--- src/rtl/ps2_rx.sv ---
// PS/2 device-to-host receiver: line synchronisers, 11-bit deframer, parity/stop/timeout checks.
// Optional build macro PS2_BREAK_FILTER_EN drops F0 break prefixes together with the byte that follows.
module ps2_rx #(
  parameter int unsigned TIMEOUT_CYCLES = 100000
) (
  input  logic       clk,
  input  logic       rst_n,
  input  logic       ps2_clk,
  input  logic       ps2_data,
  output logic [7:0] code,
  output logic       code_valid,
  output logic       frame_err
);

  localparam int unsigned CW = $clog2(TIMEOUT_CYCLES + 1);
  localparam logic [CW-1:0] TMAX = CW'(TIMEOUT_CYCLES);

  typedef enum logic [1:0] {IDLE, DATA, PARITY, STOP} state_t;

  state_t          state, state_d;
  logic [1:0]      clk_sync, data_sync;
  logic            clk_prev;
  logic            fall, din, timeout;
  logic [2:0]      bitcnt, bitcnt_d;
  logic [7:0]      shreg, shreg_d;
  logic            par, par_d;
  logic [CW-1:0]   cnt, cnt_d;
  logic [7:0]      code_d;
  logic            valid_d, err_d;
`ifdef PS2_BREAK_FILTER_EN
  logic            brk, brk_d;
`endif

  // Index 1 is the synchronised value; clk_prev delays it once more for edge detection.
  assign fall    = clk_prev & ~clk_sync[1];
  assign din     = data_sync[1];
  assign timeout = (state != IDLE) && !fall && (cnt == TMAX);

  always_ff @(posedge clk or negedge rst_n) begin
    if (!rst_n) begin
      clk_sync   <= '1;
      data_sync  <= '1;
      clk_prev   <= 1'b1;
      state      <= IDLE;
      bitcnt     <= '0;
      shreg      <= '0;
      par        <= 1'b0;
      cnt        <= '0;
      code       <= '0;
      code_valid <= 1'b0;
      frame_err  <= 1'b0;
`ifdef PS2_BREAK_FILTER_EN
      brk        <= 1'b0;
`endif
    end else begin
      clk_sync   <= {clk_sync[0], ps2_clk};
      data_sync  <= {data_sync[0], ps2_data};
      clk_prev   <= clk_sync[1];
      state      <= state_d;
      bitcnt     <= bitcnt_d;
      shreg      <= shreg_d;
      par        <= par_d;
      cnt        <= cnt_d;
      code       <= code_d;
      code_valid <= valid_d;
      frame_err  <= err_d;
`ifdef PS2_BREAK_FILTER_EN
      brk        <= brk_d;
`endif
    end
  end

  always_comb begin
    state_d  = state;
    bitcnt_d = bitcnt;
    shreg_d  = shreg;
    par_d    = par;
    code_d   = code;
    valid_d  = 1'b0;
    err_d    = 1'b0;
`ifdef PS2_BREAK_FILTER_EN
    brk_d    = brk;
`endif

    if (fall || state == IDLE)
      cnt_d = '0;
    else if (cnt != TMAX)
      cnt_d = cnt + CW'(1);
    else
      cnt_d = cnt;

    // A fall in the same cycle as the timeout takes priority: the bit is processed instead.
    if (fall) begin
      unique case (state)
        IDLE: begin
          if (!din) begin
            state_d  = DATA;
            bitcnt_d = '0;
          end
        end
        DATA: begin
          shreg_d = {din, shreg[7:1]};
          if (bitcnt == 3'd7) begin
            state_d  = PARITY;
            bitcnt_d = '0;
          end else begin
            bitcnt_d = bitcnt + 3'd1;
          end
        end
        PARITY: begin
          par_d   = din;
          state_d = STOP;
        end
        STOP: begin
          state_d = IDLE;
          if (din && (^{shreg, par})) begin
`ifdef PS2_BREAK_FILTER_EN
            if (brk) begin
              brk_d = 1'b0;
            end else if (shreg == 8'hF0) begin
              brk_d = 1'b1;
            end else begin
              code_d  = shreg;
              valid_d = 1'b1;
            end
`else
            code_d  = shreg;
            valid_d = 1'b1;
`endif
          end else begin
            err_d = 1'b1;
`ifdef PS2_BREAK_FILTER_EN
            brk_d = 1'b0;
`endif
          end
        end
        default: state_d = IDLE;
      endcase
    end else if (timeout) begin
      state_d = IDLE;
      err_d   = 1'b1;
`ifdef PS2_BREAK_FILTER_EN
      brk_d   = 1'b0;
`endif
    end
  end

endmodule

--- config.mk ---
export PLATFORM = sky130hd
export DESIGN_NAME = ps2_rx
export DESIGN_NICKNAME = d
export VERILOG_FILES = /design/src/rtl/ps2_rx.sv
export SDC_FILE = /design/constraint.sdc
export NUM_CORES = 1
export LEC_CHECK = 0
export BUFFER_PORTS_ARGS = -buffer_cell sky130_fd_sc_hd__buf_4
export CORE_AREA = 4 4 67 69
export DETAILED_ROUTE_END_ITERATION = 16
export DIE_AREA = 0 0 71 73
export HOLD_SLACK_MARGIN = 0.08
export PLACE_DENSITY = 0.71
export SLEW_MARGIN = 20
export SYNTH_ARGS = -nofsm -noshare
export SYNTH_HDL_FRONTEND = slang
export SYNTH_SLANG_ARGS = --single-unit
--- constraint.sdc ---
create_clock -name clk -period 2.7 [get_ports clk]
set_clock_uncertainty 0.2 [all_clocks]
set_input_delay 0.135 -clock clk [delete_from_list [all_inputs] [get_ports clk]]
set_output_delay 0.135 -clock clk [all_outputs]
set_load 0.005 [all_outputs]
==> summary.txt, run 1 <==
Timing
  – Final worst slack: 0.5710 ns
  – Max frequency: 469.7 MHz
  – Final setup vio count: 0
  – Final Max Tran Viols: 0
  – Final Critical Period: 2.129 ns
  – Tcrit/Tclk final: 0.7885
  – Final hold vios: 0
  – RSZ-0062 raised after global routing: false
  – Post-Route Setup TNS: 0 ns
  – Slew Limit Headroom: 0.6314
  – Tightest Pin Transition: 0.5487 ns

Power
  – Clock power share: 0.234
  – Pwr Total: 2.117 mW
  – Switch share: 0.3116
  – Logic pwr share: 0.318
  – Sequential Power Share: 0.448
  – Leakage: 1.138 nW
  – Pint: 1.458 mW
  – Switching power: 0.6596 mW
  – Worst vdd ir: 770.2 uV
  – Pwr Density: 891.0 mW/mm^2

Logic synthesis
  – Top-count cell post-synth: dfrtp_1
  – Syn. warnings: 0
  – Synth Flop Type: dfrtp_1
  – Yosys reg bits: 46
  – Cell taking the most area after synthesis: dfrtp_1
  – Cells after synthesis: 170
  – Area fraction in compound gates after synthesis: 0.03608
  – Average size of a mapped cell: 12.24 sq um
  – Largest family of logic cells by synthesized area: simple AND/OR/NAND/NOR gates
  – Xor/xnor share of the synthesized area: 0.1070
  – Mapped Nets: 182
  – Top-area cell type share of the netlist area: 0.4931
  – Post-synthesis adder-cell area fraction: 0.04811
  – Post-synthesis mux area share: 0.09200
  – Cell Area, Synth: 0.002081 sq mm
  – Distinct cells, synth: 31
  – Synth area leaders: dfrtp_1 49%, mux2_2 9.2%, dfstp_2 6.3%
  – Post-synth EDFFs: 0
  – Seq/Total Area, Yosys: 0.5562
  – Synth Area in Simple Gates: 0.1419
  – Post-synth top cells: 41 x dfrtp_1, 21 x nor2_1, 17 x mux2_2
  – Async S/R FF share, synth: 1.000

Place
  – Pre-CTS WS: 0.5633 ns
  – Dpl cells: 231
  – DP Area: 0.002236 sq mm
  – Final HPWL DP: 2.341 mm
  – Input/output buffers: 13
  – GPL Wtd Cong: 0.8055

Route
  – Routed wire per std cell: 14.31 microns
  – WL final: 3.464 mm
  – First-pass DRT Iterations: 4
  – Via Count: 1,308
  – Mean number of vias per cell: 5.405
  – Residual DRC count: 0
  – Initial DRC count: 81
  – Final ANT Viol Nets: 0

Clock tree
  – CTS max path bufs: 2
  – CTS tree: built
  – Post-CTS resize count: 0
  – Clk root buf: clkbuf_8
  – Clk pin slew, worst setup/hold paths: 0.08 ns
  – Inserted Clock Buffers: 5
  – Post-CTS setup buffers: 0
  – Clk_lat worst skew: 0.29 ns
  – Sink Count: 46
  – Hold bufs inserted after CTS: 3
  – CTS HTree Levels: 2

Global routing
  – Number of global-route vias before repair: 1,353
  – Initial antenna violation count: 0
  – Pin count of the biggest net entering global routing: 47
  – GR Util All Layers: 0.1532
  – First-pass GRT wire length: 6.141 mm
  – Final global-route overflow total: 0

Run status
  – Outcome: completed

Die
  – Row cnt: 23
  – Die Wd: 71 microns
  – Initial core utilization: 0.5316
  – Core area: 0.003914 sq mm
  – Total die area: 0.005183 sq mm
  – Top Ports: 14
  – Die Y: 73 microns

Job
  – Max Cap Viol: 0

Setup path
  – Crit end category: flip-flop
  – Worst-path fanout max: 9
  – CP required: 2.68 ns
  – CP arrival: 2.11 ns
  – CP Class: reg -> reg
  – Startpoint Class: flip-flop

Cells and area
  – Fin cells: 242
  – Fillcell total: 349
  – Final instance area: 0.002376 sq mm
  – # diodes: 0
  – Layout Area Growth over Synthesis: 14.19%
  – Nets: 203
  – Share of layout cells above drive strength 1: 0.2448

Worst hold path
  – Hold WC Path Type: in -> async
per-layer routing:
layer | routed length, microns | track usage | vias to the layer above | part of all wire
li1 | - | - | 624 | -
met1 | 1485 | 0.1790 | 644 | 0.43
met2 | 1749 | 0.2626 | 27 | 0.50
met3 | 136 | 0.04408 | 13 | 0.039
met4 | 92 | 0.06889 | 0 | 0.027
met5 | 0 | 0 | - | 0
worst paths after layout:
check / slack [ns] / from / depth (start not counted) / end
worst max-delay path: 0.57 / shreg[1] / 5 / code[0]
worst min-delay path: 0.16 / rst_n / 2 / cnt[7]
worst max register to register: 0.57 / shreg[1] / 5 / code[0]
worst min register to register: 0.16 / data_sync[0] / 0 / data_sync[1]
max in group asynchronous: 1.75 / rst_n / 2 / data_sync[1]
min in group clk: 0.16 / data_sync[0] / 0 / data_sync[1]
cell type report:
cell class / instances / area, sq um / share of cell area
clock buffers: 6 / 72.57 / 0.03054
clock inverters: 2 / 37.54 / 0.01580
inverters: 7 / 26.28 / 0.01106
multi-input cells: 114 / 884.6 / 0.3723
flip-flops and latches: 46 / 1157 / 0.4871
well taps: 50 / 62.56 / 0.02633
repair buffers: 17 / 135.1 / 0.05687
flip-flops by register name, summed over array words and instances, names as in the netlist:
name        flops
par             1
state           2
code            8
shreg           8
clk_prev        1
code_valid      1
bitcnt          3
frame_err       1
data_sync       2
clk_sync        2
cnt            17
layout by cell type, fill, tap and decap left out, types with 2 or more instances in the layout:
master	n
dfrtp_1	41
nor2_1	21
mux2_2	17
buf_4	14
xor2_1	12
xnor2_1	9
nand3_1	9
nand2_1	8
ha_1	8
inv_1	7
and3_1	5
dfstp_2	5
clkbuf_8	5
nor4bb_1	3
nand4_1	3
a32o_1	3
dlygate4sd3_1	3
o21ai_0	2
nor3_1	2
power by group through the flow:
stage                     clock network [mW]  logic (mW)  registers (mW)
after detailed placement                   0       0.679           0.958
after floorplan                            0       0.540           0.927
after global placement                     0       0.644           0.950
after CTS                              0.513       0.686           0.948
final                                  0.495       0.674           0.948
after global routing                   0.548       0.739           0.971
kinds of logic after synthesis:
logic type / Yosys count
AOI/OAI and AO/OA: 10
DFF: 46
muxes: 17
xor gates and xnor gates: 23
adders and majority gates: 8
and+or+nand+nor: 56
buffers and inverters: 10
through the flow:
stage	hold slack (ns)	utilization
2_1_floorplan	-0.3606	-
3_3_place_gp	-0.04841	0.5713
3_5_place_dp	-0.03184	0.5713
4_1_cts	0.1620	0.6071
5_1_grt	0.1644	0.6071
6_report	0.1599	0.6071
worst max-delay path, cell delays in order (launching register included):
cell	delay, ns
dfrtp_1	0.41
xnor2_1	0.18
xnor3_1	0.45
xnor2_2	0.22
nand4_4	0.22
mux2_2	0.33
Note: power is estimated with default switching activity, not from simulation.
==> inputs of run 2 (changes only) <==
- ABC_AREA: not set -> 1
- CORE_AREA: 4 4 67 69 -> 4 4 72 74
- DIE_AREA: 0 0 71 73 -> 0 0 76 78
- PLACE_DENSITY: 0.71 -> 0.72
- clock period: 2.7 -> 1.76 ns (I/O delays scaled with it)
==> run 2 against run 1 <==
Effect of this change:
- clock-buffer cell count rose by 1
- final cell count grew 57%
- design area is 20% higher
- non-clock buffer count grew 11
- worst setup slack worse by 0.48 ns
- hold slack worse by 0.036 ns
- first-iteration DRC count rose by 72%
- sequential share of layout area fell by 8.1 points
==> summary.txt, run 2 <==
Cells and area
  – # diodes: 0 (unchanged)
  – Most frequent cells in the layout: 80 x nand2_1, 38 x dfrtp_1, 34 x inv_1, 24 x buf_4, 20 x nor2_1
  – Largest Register: cnt
  – Biggest registers after layout: cnt: 17 flops, code: 8 flops, shreg: 8 flops
  – Leading cell type in the layout, fill and taps excluded: nand2_1
  – Fin cells: 381 (+57%)
  – Share of layout cells above drive strength 1: 0.2569 (+0.01209)
  – Nets: 338 (+67%)
  – Max reg flops: 17 (unchanged)
  – Layout Area Growth over Synthesis: 19.71%

Logic synthesis
  – Top-area cell type share of the netlist area: 0.4298 (-0.06332)
  – Cell taking the most area after synthesis: dfrtp_1
  – Post-synth top cells: 85 x nand2_1, 41 x dfrtp_1, 36 x inv_1
  – Async S/R FF share, synth: 1.000 (unchanged)
  – Cell Area, Synth: 0.002387 sq mm (+15%)
  – Top-count cell post-synth: nand2_1
  – Syn. warnings: 0 (unchanged)
  – Area fraction in compound gates after synthesis: 0.07966 (+0.04359)
  – Largest family of logic cells by synthesized area: simple AND/OR/NAND/NOR gates
  – Cells after synthesis: 292 (+72%)
  – Mapped Nets: 304 (+67%)
  – Post-synthesis adder-cell area fraction: 0.04193 (-0.006177)
  – Average size of a mapped cell: 8.176 sq um (-33%)
  – Distinct cells, synth: 25 (-19%)
  – Seq/Total Area, Yosys: 0.4848 (-0.07142)
  – Post-synth EDFFs: 0 (unchanged)
  – Synth Area in Simple Gates: 0.3171 (+0.1752)
  – Synth Flop Type: dfrtp_1
  – Yosys reg bits: 46 (unchanged)
  – Xor/xnor share of the synthesized area: 0.003669 (-0.1034)
  – Post-synthesis mux area share: 0 (-0.09200)
  – Synth area leaders: dfrtp_1 43%, nand2_1 13%, inv_1 5.7%

Clock tree
  – CTS HTree Levels: 2 (unchanged)
  – Clk pin slew, worst setup/hold paths: 0.08 ns (about the same)
  – Clk_lat worst skew: 0.30 ns (about the same)
  – Clk root buf: clkbuf_8
  – Sink Count: 46 (unchanged)
  – CTS tree: built
  – CTS max path bufs: 2 (unchanged)
  – Inserted Clock Buffers: 5 (unchanged)

Route
  – Via Count: 1,944 (+49%)
  – WL final: 4.739 mm (+37%)
  – Residual DRC count: 0 (unchanged)
  – Final ANT Viol Nets: 0 (unchanged)
  – Initial DRC count: 139 (+72%)
  – Mean number of vias per cell: 5.102 (-5.6%)
  – First-pass DRT Iterations: 5 (+1)
  – Routed wire per std cell: 12.44 microns (-13%)

Place
  – Dpl cells: 359 (+55%)
  – Pre-CTS WS: 0.05993 ns (-0.5034 ns)
  – Final HPWL DP: 3.081 mm (+32%)
  – Input/output buffers: 13 (unchanged)
  – GPL Wtd Cong: 0.8450 (+4.9%)

Timing
  – Final Critical Period: 1.668 ns (-0.4610 ns)
  – Tcrit/Tclk final: 0.9477 (+0.1592)
  – Final worst slack: 0.09203 ns (-0.4790 ns)
  – Max frequency: 599.5 MHz (+28%)
  – Final Max Tran Viols: 0 (unchanged)
  – Tightest Pin Transition: 0.5689 ns (+0.02016 ns)
  – RSZ-0062 raised after global routing: true
  – Final setup vio count: 0 (unchanged)
  – Final hold vios: 0 (unchanged)
  – Slew Limit Headroom: 0.6207 (-0.01063)

Die
  – Core area: 0.004598 sq mm (+17%)
  – Die Wd: 76 microns (+7.0%)
  – Top Ports: 14 (unchanged)
  – Initial core utilization: 0.5192 (-0.01247)
  – Die Y: 78 microns (+6.8%)
  – Row cnt: 25 (+8.7%)
  – Total die area: 0.005928 sq mm (+14%)

Worst hold path
  – Hold WC Path Type: in -> async

Power
  – Clock power share: 0.226 (-0.008)
  – Sequential Power Share: 0.431 (-0.017)
  – Logic pwr share: 0.344 (+0.026)
  – Worst vdd ir: 504.4 uV (-35%)
  – Pwr Total: 2.939 mW (+39%)
  – Leakage: 1.401 nW (+23%)
  – Switch share: 0.3732 (+0.06165)
  – Pint: 1.842 mW (+26%)
  – Switching power: 1.097 mW (+66%)
  – Pwr Density: 1028 mW/mm^2 (+15%)

Setup path
  – Critical Path Most Common Cell: nor2_4
  – Startpoint Class: flip-flop
  – Slowest cell on the critical path: dfstp_2
  – R2r setup slk: 0.09 ns (-0.48 ns)
  – Reg2Reg Depth: 7 (+2)
  – CP Buf/Inv Count: 3 (+3)
  – Critical path's top delay family: simple AND/OR/NAND/NOR gates
  – CP peak stage delay: 0.52 ns (+0.07 ns)
  – Crit end category: flip-flop
  – CP required: 1.80 ns (-0.88 ns)
  – CP arrival: 1.71 ns (-0.40 ns)
  – Crit path depth: 7 (+2)
  – CP Class: reg -> reg
  – Worst-path fanout max: 9 (unchanged)
  – Cell Chain, Critical Path: inv_1 -> nor2_4 -> inv_2 -> nor2_4 -> buf_4 -> nand4_1 -> nand2_1

Global routing
  – Initial antenna violation count: 0 (unchanged)
  – Met3 usage: 0.04176 (-0.002314)
  – Global routing's busiest layer: met2
  – Routing usage on met2: 0.2534 (-0.009191)
  – Number of global-route vias before repair: 1,817 (+34%)
  – Pin count of the biggest net entering global routing: 47 (unchanged)
  – Final global-route overflow total: 0 (unchanged)
  – First-pass GRT wire length: 7.783 mm (+27%)
  – Routing usage on met1: 0.2088 (+0.02981)
  – GR Util All Layers: 0.1581 (+0.004870)

Job
  – Max Cap Viol: 0 (unchanged)

Run status
  – Outcome: completed
## run 2: cell count changes after synthesis, sizes merged, moves of 11 or more
cell	change
a21oi	+11
inv	+36
mux2	-17
nand2	+82
nand4	+11
o21ai	+24
xor2	-12
## run 2: what timing repair did
item                                    CTS  global route
resized for setup                         0            26
endpoints found under the hold margin    48             0
hold buffers                              3             0
endpoints found under the setup margin    0            20
buffers inserted                          0             9
## run 2: logic make-up after synthesis
| kind of cell | after synthesis |
|---|---|
| simple gates | 153 |
| buf+inv | 46 |
| flops | 46 |
| compound gates | 38 |
| fa+ha+maj | 8 |
| xor+xnor | 1 |
## run 2: cell type report
cell class	instances	area, sq um
fillers	376	1740
flip-flops and latches	46	1161
multi-input cells	202	1155
repair buffers	28	221.5
inverters	43	161.4
clock buffers	7	86.33
well taps	54	67.56
clock inverters	1	5.005
## run 2: path summary, 6_finish.rpt
path,endpoint,from
max,code[2],clk_prev
min,cnt[9],rst_n
max reg2reg,code[2],clk_prev
min reg2reg,clk_sync[1],clk_sync[0]
max in group asynchronous,cnt[0],rst_n
min in group clk,clk_sync[1],clk_sync[0]
## run 2: per-stage QoR
step / setup TNS [ns] / instance area, sq um / hold WS (ns) / util
detailed placement: 0 / 2562 / -0.07019 / 0.5573
floorplan: 0 / 2387 / -0.4076 / -
global placement: 0 / 2562 / -0.07608 / 0.5573
finish: 0 / 2858 / 0.1238 / 0.6215
CTS: 0 / 2684 / 0.1473 / 0.5837
global route: -0.08077 / 2858 / 0.1637 / 0.6215
## run 2: power by group through the flow
stage	logic, mW	registers [mW]	clock network (mW)
finish	1.01	1.27	0.663
global route	1.14	1.28	0.748
CTS	0.765	1.27	0.687
detailed placement	0.755	1.29	0
global placement	0.736	1.28	0
floorplan	0.595	1.26	0
## run 2: per-layer routing
layer / vias up / routed length, microns / part of all wire
met2: 37 / 2287 / 0.48
met3: 5 / 212 / 0.045
met5: - / 0 / 0
met1: 903 / 2191 / 0.46
li1: 999 / - / -
met4: 0 / 47 / 0.0099
==> inputs of run 3 (changes only) <==
- PLACE_DENSITY: 0.72 -> 0.73
==> run 3 against run 2 <==
Effect of this change:
- via count rose by 0.15%
- design area rose by 0.83%
- non-clock buffer count rose by 4
- die area did not move
- largest power group unchanged
- highest routed layer unchanged
==> summary.txt, run 3 (synthesis results as in run 2) <==
Cells and area
  – # diodes: 0 (unchanged)
  – Leading cell type in the layout, fill and taps excluded: nand2_1
  – Most frequent cells in the layout: 79 x nand2_1, 38 x dfrtp_1, 34 x inv_1, 28 x buf_4, 19 x o21ai_0
  – Register Area: 0.001161 sq mm (unchanged)
  – Nets: 341 (+0.89%)
  – Share of layout cells above drive strength 1: 0.2636 (+0.006756)
  – Layout Area Growth over Synthesis: 20.70%
  – Largest Register: cnt
  – Post-layout util: 0.6267 (+0.005170)
  – Fillcell total: 395 (+5.1%)
  – Max reg flops: 17 (unchanged)
  – Biggest registers after layout: cnt: 17 flops, code: 8 flops, shreg: 8 flops
  – Multi-input gate area: 0.001122 sq mm (-2.8%)

Global routing
  – Number of global-route vias before repair: 1,716 (-5.6%)
  – GR Util All Layers: 0.1500 (-0.008103)
  – Final global-route overflow total: 0 (unchanged)
  – Initial antenna violation count: 0 (unchanged)
  – Pin count of the biggest net entering global routing: 47 (unchanged)
  – First-pass GRT wire length: 7.383 mm (-5.1%)

Die
  – Core area: 0.004598 sq mm (unchanged)
  – Total die area: 0.005928 sq mm (unchanged)
  – Row cnt: 25 (unchanged)
  – Initial core utilization: 0.5192 (unchanged)
  – Top Ports: 14 (unchanged)
  – Die Wd: 76 microns (unchanged)
  – Die Y: 78 microns (unchanged)

Setup path
  – Worst-path fanout max: 7 (-2)
  – CP Class: reg -> reg
  – Cell Chain, Critical Path: nand2_2 -> inv_1 -> nor2_2 -> nand2_1 -> nand3_1 -> nand2_1 -> nand2_1 -> nand2_4 -> buf_4 -> nand4_1 -> nand2_1
  – CP arrival: 1.66 ns (-0.05 ns)
  – Slowest cell on the critical path: dfrtp_1
  – CP required: 1.76 ns (-0.04 ns)
  – Critical Path Most Common Cell: nand2_1
  – R2r setup slk: 0.1 ns (about the same)
  – Crit end category: flip-flop
  – Startpoint Class: flip-flop
  – CP peak stage delay: 0.44 ns (-0.08 ns)

Timing
  – RSZ-0062 raised after global routing: true
  – Fin Hold WS: 0.1154 ns (-0.008460 ns)
  – Tcrit/Tclk final: 0.9446 (-0.003121)
  – Final hold vios: 0 (unchanged)
  – Slew Limit Headroom: 0.6276 (+0.006892)
  – Final setup vio count: 0 (unchanged)
  – Max frequency: 601.5 MHz (+0.33%)
  – Final Max Tran Viols: 0 (unchanged)
  – Tightest Pin Transition: 0.5586 ns (-0.01034 ns)
  – Final worst slack: 0.09752 ns (+0.005494 ns)
  – Final Critical Period: 1.662 ns (-0.005494 ns)

Route
  – Routed wire per std cell: 11.38 microns (-8.5%)
  – Mean number of vias per cell: 5.070 (-0.63%)
  – Residual DRC count: 0 (unchanged)
  – First-pass DRT Iterations: 4 (-1)
  – Final ANT Viol Nets: 0 (unchanged)
  – Initial DRC count: 103 (-26%)
  – WL final: 4.370 mm (-7.8%)
  – Via Count: 1,947 (+0.15%)

Clock tree
  – Clk root buf: clkbuf_8
  – CTS max path bufs: 2 (unchanged)
  – Sink Count: 46 (unchanged)
  – Clk_lat worst skew: 0.30 ns (about the same)
  – CTS HTree Levels: 2 (unchanged)
  – Clk pin slew, worst setup/hold paths: 0.09 ns (about the same)
  – Inserted Clock Buffers: 5 (unchanged)
  – CTS tree: built

Power
  – Leakage: 1.427 nW (+1.8%)
  – Pwr Density: 1063 mW/mm^2 (+3.4%)
  – Worst vdd ir: 500.5 uV (-0.76%)
  – Pwr Total: 3.064 mW (+4.3%)

Run status
  – Outcome: completed

Worst hold path
  – Hold WC Path Type: in -> async

Job
  – Max Cap Viol: 0 (unchanged)

Place
  – Input/output buffers: 13 (unchanged)
  – GPL Wtd Cong: 0.8030 (-5.0%)
  – Final HPWL DP: 3.042 mm (-1.3%)
  – Pre-CTS WS: 0.04531 ns (-0.01462 ns)
[run 3: changes by cell type in the layout (fill, tap and decap cells not counted), sizes merged]
| cell | delta |
|---|---|
| clkinv | +1 |
| buf | +4 |
| nand2 | -1 |
| clkbuf | -2 |
| bufinv | +1 |
[run 3: critical path: cells and delay by family (launching register included)]
kind	cells	cell delay, ns
buffers and inverters	2	0.18
and+or+nand+nor	9	0.74
DFF	1	0.44
[run 3: path summary, 6_finish.rpt]
check	start	end	depth (start not counted)
setup / recovery	shreg[1]	code[2]	11
max in group asynchronous	rst_n	cnt[0]	2
hold / removal	rst_n	code[3]	2
min in group clk	clk_sync[0]	clk_sync[1]	0
hold reg to reg	clk_sync[0]	clk_sync[1]	0
setup reg to reg	shreg[1]	code[2]	11
[run 3: area by class of cell]
type                       count  share of cell area
sequential                    46              0.4030
multi-input combinational    201              0.3895
timing repair buffer          32             0.09032
inverter                      43             0.05601
clock buffer                   5             0.02388
tap                           54             0.02345
clock inverter                 3             0.01389
[run 3: power breakdown]
part	leakage, nW	switching, mW	internal [mW]	total (mW)
clock	0.0579	0.354	0.418	0.772
sequential	0.615	0.112	1.16	1.27
combinational	0.754	0.590	0.432	1.02
total	1.43	1.06	2.01	3.06
[run 3: per-stage QoR]
step	cells	TNS (ns)	area [sq um]
floorplan	292	0	2387
global placement	359	0	2575
detailed placement	359	0	2575
CTS	370	0	2714
global route	384	-0.1764	2882
finish	384	0	2882
[run 3: layer usage]
metal	global-route usage	share of wire
met1	0.1966	0.48
met2	0.2389	0.48
met3	0.04640	0.039
met4	0.04270	0.0078
met5	0	0
[run 3: timing repair]
item                       in CTS  in global routing
hold buffers                    3                  0
setup buffers                   0                 13
setup endpoints to repair       0                 16
hold endpoints to repair       48                  0
gates resized for setup         0                 21
